[config.mk]
export PLATFORM = sky130hd
export DESIGN_NAME = sp_ram_fifo_ctrl
export DESIGN_NICKNAME = d
export VERILOG_FILES = /design/src/rtl/sp_ram_fifo_pkg.sv /design/src/rtl/sp_rw_arbiter.sv /design/src/rtl/sp_ram_fifo_ctrl.sv
export SDC_FILE = /design/constraint.sdc
export NUM_CORES = 1
export LEC_CHECK = 0
export CAP_MARGIN = 5
export CORE_AREA = 2 2 51 53
export CTS_CLUSTER_DIAMETER = 80
export DETAILED_ROUTE_END_ITERATION = 10
export DIE_AREA = 0 0 53 55
export DONT_BUFFER_PORTS = 1
export HOLD_SLACK_MARGIN = 0.12
export REMOVE_ABC_BUFFERS = 1
export SLEW_MARGIN = 15
export SYNTH_ARGS = -nofsm -noshare
export SYNTH_HDL_FRONTEND = slang
export SYNTH_HIERARCHICAL = 1
export SYNTH_SLANG_ARGS = --single-unit
export TNS_END_PERCENT = 50
[constraint.sdc]
create_clock -name clk -period 2.9 [get_ports clk]
set_input_delay 0.58 -clock clk [delete_from_list [all_inputs] [get_ports clk]]
set_output_delay 0.58 -clock clk [all_outputs]
set_load 0.03 [all_outputs]
[src/rtl/sp_ram_fifo_pkg.sv]
// Shared constants and types for the FIFO controller that drives the 8-entry single-port RAM.
package sp_ram_fifo_pkg;

  localparam int WIDTH  = 8;
  localparam int ADDR_W = 3;
  localparam int DEPTH  = 8;

  typedef enum logic {
    WR_FIRST = 1'b0,
    RD_FIRST = 1'b1
  } prio_e;

  typedef logic [ADDR_W-1:0] ptr_t;
  typedef logic [ADDR_W:0]   cnt_t;

  localparam cnt_t CNT_EMPTY = cnt_t'(0);
  localparam cnt_t CNT_FULL  = cnt_t'(DEPTH);

endpackage

[src/rtl/sp_rw_arbiter.sv]
// Grants the single RAM port to a write or a read; contested cycles alternate via prio.
module sp_rw_arbiter (
  input  logic                   clk_i,
  input  logic                   rst_i,
  input  logic                   wr_req_i,
  input  logic                   rd_req_i,
  output logic                   wr_gnt_o,
  output logic                   rd_gnt_o,
  output sp_ram_fifo_pkg::prio_e prio_o
);

  import sp_ram_fifo_pkg::*;

  prio_e prio_q;
  prio_e prio_d;

  // grant selection and priority update (loser of a contest is favoured next)
  always_comb begin
    wr_gnt_o = 1'b0;
    rd_gnt_o = 1'b0;
    prio_d   = prio_q;
    if (wr_req_i && rd_req_i) begin
      if (prio_q == WR_FIRST) begin
        wr_gnt_o = 1'b1;
        prio_d   = RD_FIRST;
      end else begin
        rd_gnt_o = 1'b1;
        prio_d   = WR_FIRST;
      end
    end else begin
      wr_gnt_o = wr_req_i;
      rd_gnt_o = rd_req_i;
    end
  end

  // priority register
  always_ff @(posedge clk_i) begin
    if (rst_i) begin
      prio_q <= WR_FIRST;
    end else begin
      prio_q <= prio_d;
    end
  end

  assign prio_o = prio_q;

endmodule

[src/rtl/sp_ram_fifo_ctrl.sv]
// FIFO controller: maps push/pop valid-ready streams onto one RAM port and registers the pop data.
module sp_ram_fifo_ctrl #(
  parameter int WIDTH  = sp_ram_fifo_pkg::WIDTH,
  parameter int ADDR_W = sp_ram_fifo_pkg::ADDR_W
) (
  input  logic              clk,
  input  logic              rst,
  input  logic              in_valid,
  output logic              in_ready,
  input  logic [WIDTH-1:0]  in_data,
  output logic              out_valid,
  input  logic              out_ready,
  output logic [WIDTH-1:0]  out_data,
  output logic [ADDR_W:0]   level,
  output logic              ram_we,
  output logic [ADDR_W-1:0] ram_addr,
  output logic [WIDTH-1:0]  ram_din,
  input  logic [WIDTH-1:0]  ram_dout
);

  import sp_ram_fifo_pkg::*;

  ptr_t             wr_ptr_q, wr_ptr_d;
  ptr_t             rd_ptr_q, rd_ptr_d;
  cnt_t             cnt_q, cnt_d;
  logic             out_valid_q, out_valid_d;
  logic [WIDTH-1:0] out_data_q, out_data_d;

  logic  wr_req_s, rd_req_s;
  logic  wr_gnt_s, rd_gnt_s;
  prio_e prio_s;

  assign wr_req_s = in_valid && (cnt_q != CNT_FULL);
  assign rd_req_s = (cnt_q != CNT_EMPTY) && (!out_valid_q || out_ready);

  sp_rw_arbiter u_arb (
    .clk_i    (clk),
    .rst_i    (rst),
    .wr_req_i (wr_req_s),
    .rd_req_i (rd_req_s),
    .wr_gnt_o (wr_gnt_s),
    .rd_gnt_o (rd_gnt_s),
    .prio_o   (prio_s)
  );

  // in_ready mirrors the write grant so a push never needs to be retracted
  assign in_ready = (cnt_q != CNT_FULL) && (!rd_req_s || (prio_s == WR_FIRST));

  // RAM port drive and next-state for pointers, occupancy and the output stage
  always_comb begin
    wr_ptr_d    = wr_ptr_q;
    rd_ptr_d    = rd_ptr_q;
    cnt_d       = cnt_q;
    out_valid_d = out_valid_q;
    out_data_d  = out_data_q;
    ram_we      = 1'b0;
    ram_addr    = rd_ptr_q;
    if (wr_gnt_s) begin
      ram_we   = 1'b1;
      ram_addr = wr_ptr_q;
      wr_ptr_d = wr_ptr_q + ptr_t'(1);
      cnt_d    = cnt_q + cnt_t'(1);
      if (out_valid_q && out_ready) begin
        out_valid_d = 1'b0;
      end else begin
        out_valid_d = out_valid_q;
      end
    end else if (rd_gnt_s) begin
      out_data_d  = ram_dout;
      out_valid_d = 1'b1;
      rd_ptr_d    = rd_ptr_q + ptr_t'(1);
      cnt_d       = cnt_q - cnt_t'(1);
    end else begin
      if (out_valid_q && out_ready) begin
        out_valid_d = 1'b0;
      end else begin
        out_valid_d = out_valid_q;
      end
    end
  end

  // state registers
  always_ff @(posedge clk) begin
    if (rst) begin
      wr_ptr_q    <= ptr_t'(0);
      rd_ptr_q    <= ptr_t'(0);
      cnt_q       <= CNT_EMPTY;
      out_valid_q <= 1'b0;
      out_data_q  <= {WIDTH{1'b0}};
    end else begin
      wr_ptr_q    <= wr_ptr_d;
      rd_ptr_q    <= rd_ptr_d;
      cnt_q       <= cnt_d;
      out_valid_q <= out_valid_d;
      out_data_q  <= out_data_d;
    end
  end

  assign ram_din   = in_data;
  assign out_valid = out_valid_q;
  assign out_data  = out_data_q;
  assign level     = cnt_q + cnt_t'(out_valid_q);

endmodule

==> Yosys cells after proc, flatten, opt, wreduce, memory -nomap -nowiden <==
Cells that the tools add are included.
{ "totals": {"reg_bits": 20, "out_inout_bits": 26, "elab_cells": 37} }
{ "classes": {"add_sub_neg": 5, "eq_ne": 1, "muxes": 11, "bitwise": 2, "reduce_logical": 12} }
{ "ops": {"columns": ["cell", "count"], "rows": [
  ["two-way mux 1 bit", 8],
  ["two-way mux 4 bit", 2],
  ["adder 3 x 1 -> 3 bit (second input constant)", 2],
  ["logical AND 1 bit", 5],
  ["adder 4 x 1 -> 4 bit", 1],
  ["adder 4 x 1 -> 4 bit (second input constant)", 1],
  ["inequality test 4 bit (second input constant)", 1],
  ["nonzero test 4 bit", 1],
  ["subtractor 4 x 1 -> 4 bit (second input constant)", 1],
  ["two-way mux 3 bit", 1],
  ["zero test 1 bit", 2],
  ["logical OR 1 bit", 2],
  ["NOT 1 bit", 2],
  ["AND reduction 2 bit", 1],
  ["nonzero test 2 bit", 1]
]} }

==> Logic depth before layout (Yosys ltp) <==
{ "logic_depth": {"word_depth": 7, "depth_mapped": 10} }

==> By module <==
The synthesis kept the hierarchy.
{ "modules_own_cells": {"columns": ["module", "n_inst", "cells_each", "area_per_inst_um2", "seq_area_each_um2"], "rows": [
  ["sp_ram_fifo_ctrl", 1, 112, 960.9, 380.4],
  ["sp_rw_arbiter", 1, 7, 65.1, 20.0]
]} }

==> Least setup slack after synthesis <==
Ideal clock, no wire load.
{ "synth_path": {"kind": "in2reg", "startpoint": "in out_ready", "endpoint": "reg cnt_q[3]", "arrival_ps": 3139, "slack_ps": -363, "cell_stages": 10, "cell_sequence": "nand2b_1 a21boi_0 a21boi_0 buf_6 inv_4 ha_1 a21oi_1 a21oi_1 a31oi_1 mux2_1"} }
{ "synth_between": {"elab_chain_cells": 5, "elab_cells_between_ends": 7} }
{ "synth_lines": {"columns": ["item", "line_no", "rtl"], "rows": [
  ["start: declaration", "sp_ram_fifo_ctrl.sv:12", "input logic out_ready,"],
  ["logical OR 1 bit *", "sp_ram_fifo_ctrl.sv:34", "assign rd_req_s = (cnt_q != CNT_EMPTY) && (!out_valid_q || out_ready);"],
  ["logical AND 1 bit *", "sp_ram_fifo_ctrl.sv:34", null],
  ["named net rd_req_s", "sp_ram_fifo_ctrl.sv:29", "logic wr_req_s, rd_req_s;"],
  ["logical AND 1 bit", "sp_rw_arbiter.sv:22", "if (wr_req_i && rd_req_i) begin"],
  ["two-way mux 1 bit", "sp_rw_arbiter.sv:22", null],
  ["two-way mux 4 bit or nonzero test 2 bit (tied branches)", null, null],
  ["end signal: assignment", "sp_ram_fifo_ctrl.sv:93", "cnt_q <= cnt_d;"],
  ["end: declaration", "sp_ram_fifo_ctrl.sv:25", "cnt_t cnt_q, cnt_d;"]
]} }
The timed path passes the listed nets; every way through them passes the cells marked *.
A chain may end at the register's enable or synchronous reset.

==> Final worst setup path <==
{ "layout_path": {"startpoint": "reg cnt_q[0]", "endpoint": "out ram_addr[0]"} }
{ "layout_between": {"elab_chain_cells": 5, "elab_cells_between_ends": 7} }
{ "layout_lines": {"columns": ["item", "line_no", "rtl"], "rows": [
  ["nonzero test 4 bit", "sp_ram_fifo_ctrl.sv:34", null],
  ["logical AND 1 bit", "sp_ram_fifo_ctrl.sv:34", null],
  ["named net rd_req_s", "sp_ram_fifo_ctrl.sv:29", null],
  ["logical AND 1 bit", "sp_rw_arbiter.sv:22", null],
  ["two-way mux 1 bit", "sp_rw_arbiter.sv:22", null],
  ["two-way mux 3 bit", "sp_ram_fifo_ctrl.sv:58", "if (wr_gnt_s) begin"],
  ["end: declaration", "sp_ram_fifo_ctrl.sv:16", "output logic [ADDR_W-1:0] ram_addr,"]
]} }
The timed path passes the listed nets, and every way through them passes these cells.

==> results by group <==
Clock network
  – Num CTS Buffers: 3
  – CTS root buffer: clkbuf_4
  – CTS tree: done
  – Num Clock Sinks: 20
  – Clock insertion delay at the later pin of the skew report: 0.29 ns
  – Max clock buf depth: 2
  – Clock Pin Slew Worst Setup and Hold Paths: 0.11 ns
  – H-tree levels: 1
  – CTS resizes: 1
  – Post-CTS Setup Repair Bufs: 0
  – CTS Hold Bufs: 0

Synthesis
  – #FFs+latches synth: 20
  – Avg Inst Size Synth: 8.62 um^2
  – EDFF count, synth: 0
  – Biggest area consumer among synthesized cells: dfxtp_1
  – Synth cell types: 27
  – Synth Area in Simple Gates: 0.170
  – FFs w/ async S/R, synth: 0
  – Yosys top cell area share: 0.390
  – Mapped Cells: 119
  – Main synth FF type: dfxtp_1
  – Synth warn: 6
  – Sequential element share of the synthesized area: 0.390
  – Main combinational cell family by area after synthesis: simple AND/OR/NAND/NOR gates
  – Largest cells by area after synthesis: dfxtp_1 (39%), nand2_1 (8.4%), ha_1 (7.3%), a21oi_1 (6.8%), buf_4 (6.6%)
  – Mux contribution to synthesized area: 0.0537
  – Mapped Area: 1030 um^2
  – Post-synthesis xor/xnor area fraction: 0.0683
  – Synth Area in Compound Gates: 0.127
  – Adder-Cell Fraction of Synth Area: 0.0927

Power
  – Switch share: 0.468
  – Maximum vdd drop: 0.494 mV
  – Clock Power Share: 0.132
  – Total chip power: 1.20 mW
  – Sw Pwr: 0.560 mW
  – Power per cell area: 1130 nW/um^2
  – Combinational fraction of design power: 0.464
  – Flop pwr share: 0.404
  – Leak pwr: 0.434 nW
  – Internal power: 0.636 mW

STA
  – Fin. max-slew vios: 0
  – Final Setup Violations: 0
  – Final Hold Viols: 0
  – Max-slew headroom: 0.543
  – Setup WS post-layout: 0.156 ns
  – Tcrit/Tclk final: 0.946
  – Slew @ Worst Pin: 0.681 ns
  – Setup Skew: 0.000622 ns
  – Final min period: 2.74 ns
  – RSZ-0062 raised after global routing: no
  – Setup TNS: 0 ns
  – Peak Freq: 0.364 GHz

Final layout
  – Diode count: 0
  – Design Area, Final: 1050 um^2
  – Nets: 143
  – Layout area overhead: 2.80%
  – Share of layout cells above drive strength 1: 0.130

Drt
  – Vias: 759
  – DRC: 0
  – Final WL: 1920 um
  – DRT Pass-1 Iters: 3
  – Drt first-iter violations: 5
  – Post-route ant nets: 0
  – Via-per-instance ratio: 5.23
  – Wire per inst: 13.2 um

Global routing
  – Gr ovfl total: 0
  – Initial antenna violation count: 0
  – Pin count of the biggest net entering global routing: 22
  – First-pass GRT wire length: 2950 um
  – Total GRT Usage: 0.138
  – Vias in the first global route: 698

Worst setup path
  – Reg-to-reg startpoint: cnt_q[0]
  – Crit path from: cnt_q[0]
  – CP max FO: 11
  – Critical path class: register to primary output
  – Startpoint types: register
  – CP endpoint kind: primary output
  – Worst EP required: 2.32 ns
  – Worst endpoint data arrival time: 2.16 ns

Status
  – Status: finished, final reports clean

Job
  – Max-cap violations: 0

Die
  – Core area: 2360 um^2
  – Die X-Extent: 53 um
  – DIE HEIGHT: 55 um
  – # IOs: 46
  – Row cnt: 18
  – Die ar.: 2920 um^2
  – Starting Density: 0.434

Place
  – Routability Congestion: 0.825
  – Dpl ws: 0.320 ns
  – IO Port Bufs: 0
  – HPWL Detailed: 1460 um
  – Placed cell area: 1010 um^2

Worst hold path
  – Worst hold start: rst
  – Hold WC Path Type: primary input to register
[state kept, by name (all words and copies together), names as in the netlist]
name,cells
u_arb/prio_o,1
cnt_q,4
out_valid,1
rd_ptr_q,3
out_data,8
wr_ptr_q,3
[cells by family (layout without fill, tap and decap cells)]
group | Yosys count | count (layout)
adders and majority gates | 7 | 7
and+or+nand+nor | 42 | 42
xor gates and xnor gates | 8 | 8
AOI/OAI and AO/OA | 22 | 22
DFF | 20 | 20
buffers and inverters | 15 | 11
muxes | 5 | 5
[per-layer routing]
| layer | track usage | vias up | wire length, um |
|---|---|---|---|
| met5 | 0 | - | 0 |
| met4 | 0.0812 | 0 | 9 |
| met3 | 0.0699 | 2 | 180 |
| met2 | 0.217 | 31 | 906 |
| met1 | 0.152 | 349 | 824 |
| li1 | - | 377 | - |
[final cells by class]
cell class                 count  area, um^2
clock buffer                   4        36.3
fill                         249        1310
inverter                       3        13.8
multi-input combinational     84         533
sequential                    20         400
tap                           30        37.5
timing repair buffer           4        33.8
[cell usage after synthesis (all sizes together), types with 2 or more instances]
cell / number
mux2: 4
nand3: 2
a21boi: 4
ha: 6
nor2: 11
dfxtp: 20
nand2: 23
buf: 12
inv: 3
a21oi: 15
xnor2: 3
nor3: 3
xor2: 5
[path summary, 6_finish.rpt]
check | to | slack [ns] | cells past startpoint
setup / recovery | ram_addr[0] | 0.16 | 5
hold / removal | u_arb/prio_o | 0.34 | 1
setup reg to reg | cnt_q[3] | 0.38 | 9
hold reg to reg | rd_ptr_q[1] | 0.49 | 2
[critical path, cell delays in order (launching register included)]
cell and delay [ns]:
dfxtp_1 0.39, nor3_2 0.30, a21boi_0 0.23, a21boi_2 0.27, buf_6 0.22, mux2_2 0.44
[power by group through the flow]
stage                     registers [mW]  clock network, mW  logic, mW
after global placement             0.486                  0      0.533
after CTS                          0.485              0.164      0.557
after floorplan                    0.476                  0      0.432
after global routing               0.496              0.174      0.615
after detailed placement           0.489                  0      0.552
final                              0.484              0.157      0.555
[metrics by stage]
step           utilization  hold WS (ns)  instances
6_report             0.446         0.337        145
5_1_grt              0.446         0.313        145
4_1_cts              0.444         0.323        145
3_5_place_dp         0.427         0.474        141
3_3_place_gp         0.427         0.461        141
2_1_floorplan            -         0.445        107
[cells in the final DEF, fill, tap and decap left out]
cell type	synthesis	layout
clkbuf_8	0	1
and2b_1	1	1
a21oi_1	14	14
nor3_2	0	1
a21oi_2	1	1
nand3_1	2	2
mux2_1	1	1
xor2_1	5	5
nand2b_1	1	1
mux2i_1	1	1
buf_4	9	3
nand3b_1	1	1
nand2_1	23	23
a21boi_2	0	1
fa_1	1	1
o21ai_0	1	1
nor2_1	11	11
xnor2_1	3	3
ha_1	6	6
a21bo_1	1	1
buf_6	1	1
a31oi_1	1	1
clkbuf_4	0	3
dfxtp_1	20	20
inv_4	1	1
inv_1	2	2
nor3_1	3	2
mux2_2	3	3
a21boi_1	0	1
a21boi_0	4	2
No activity file was read; power rests on OpenSTA's default activity.
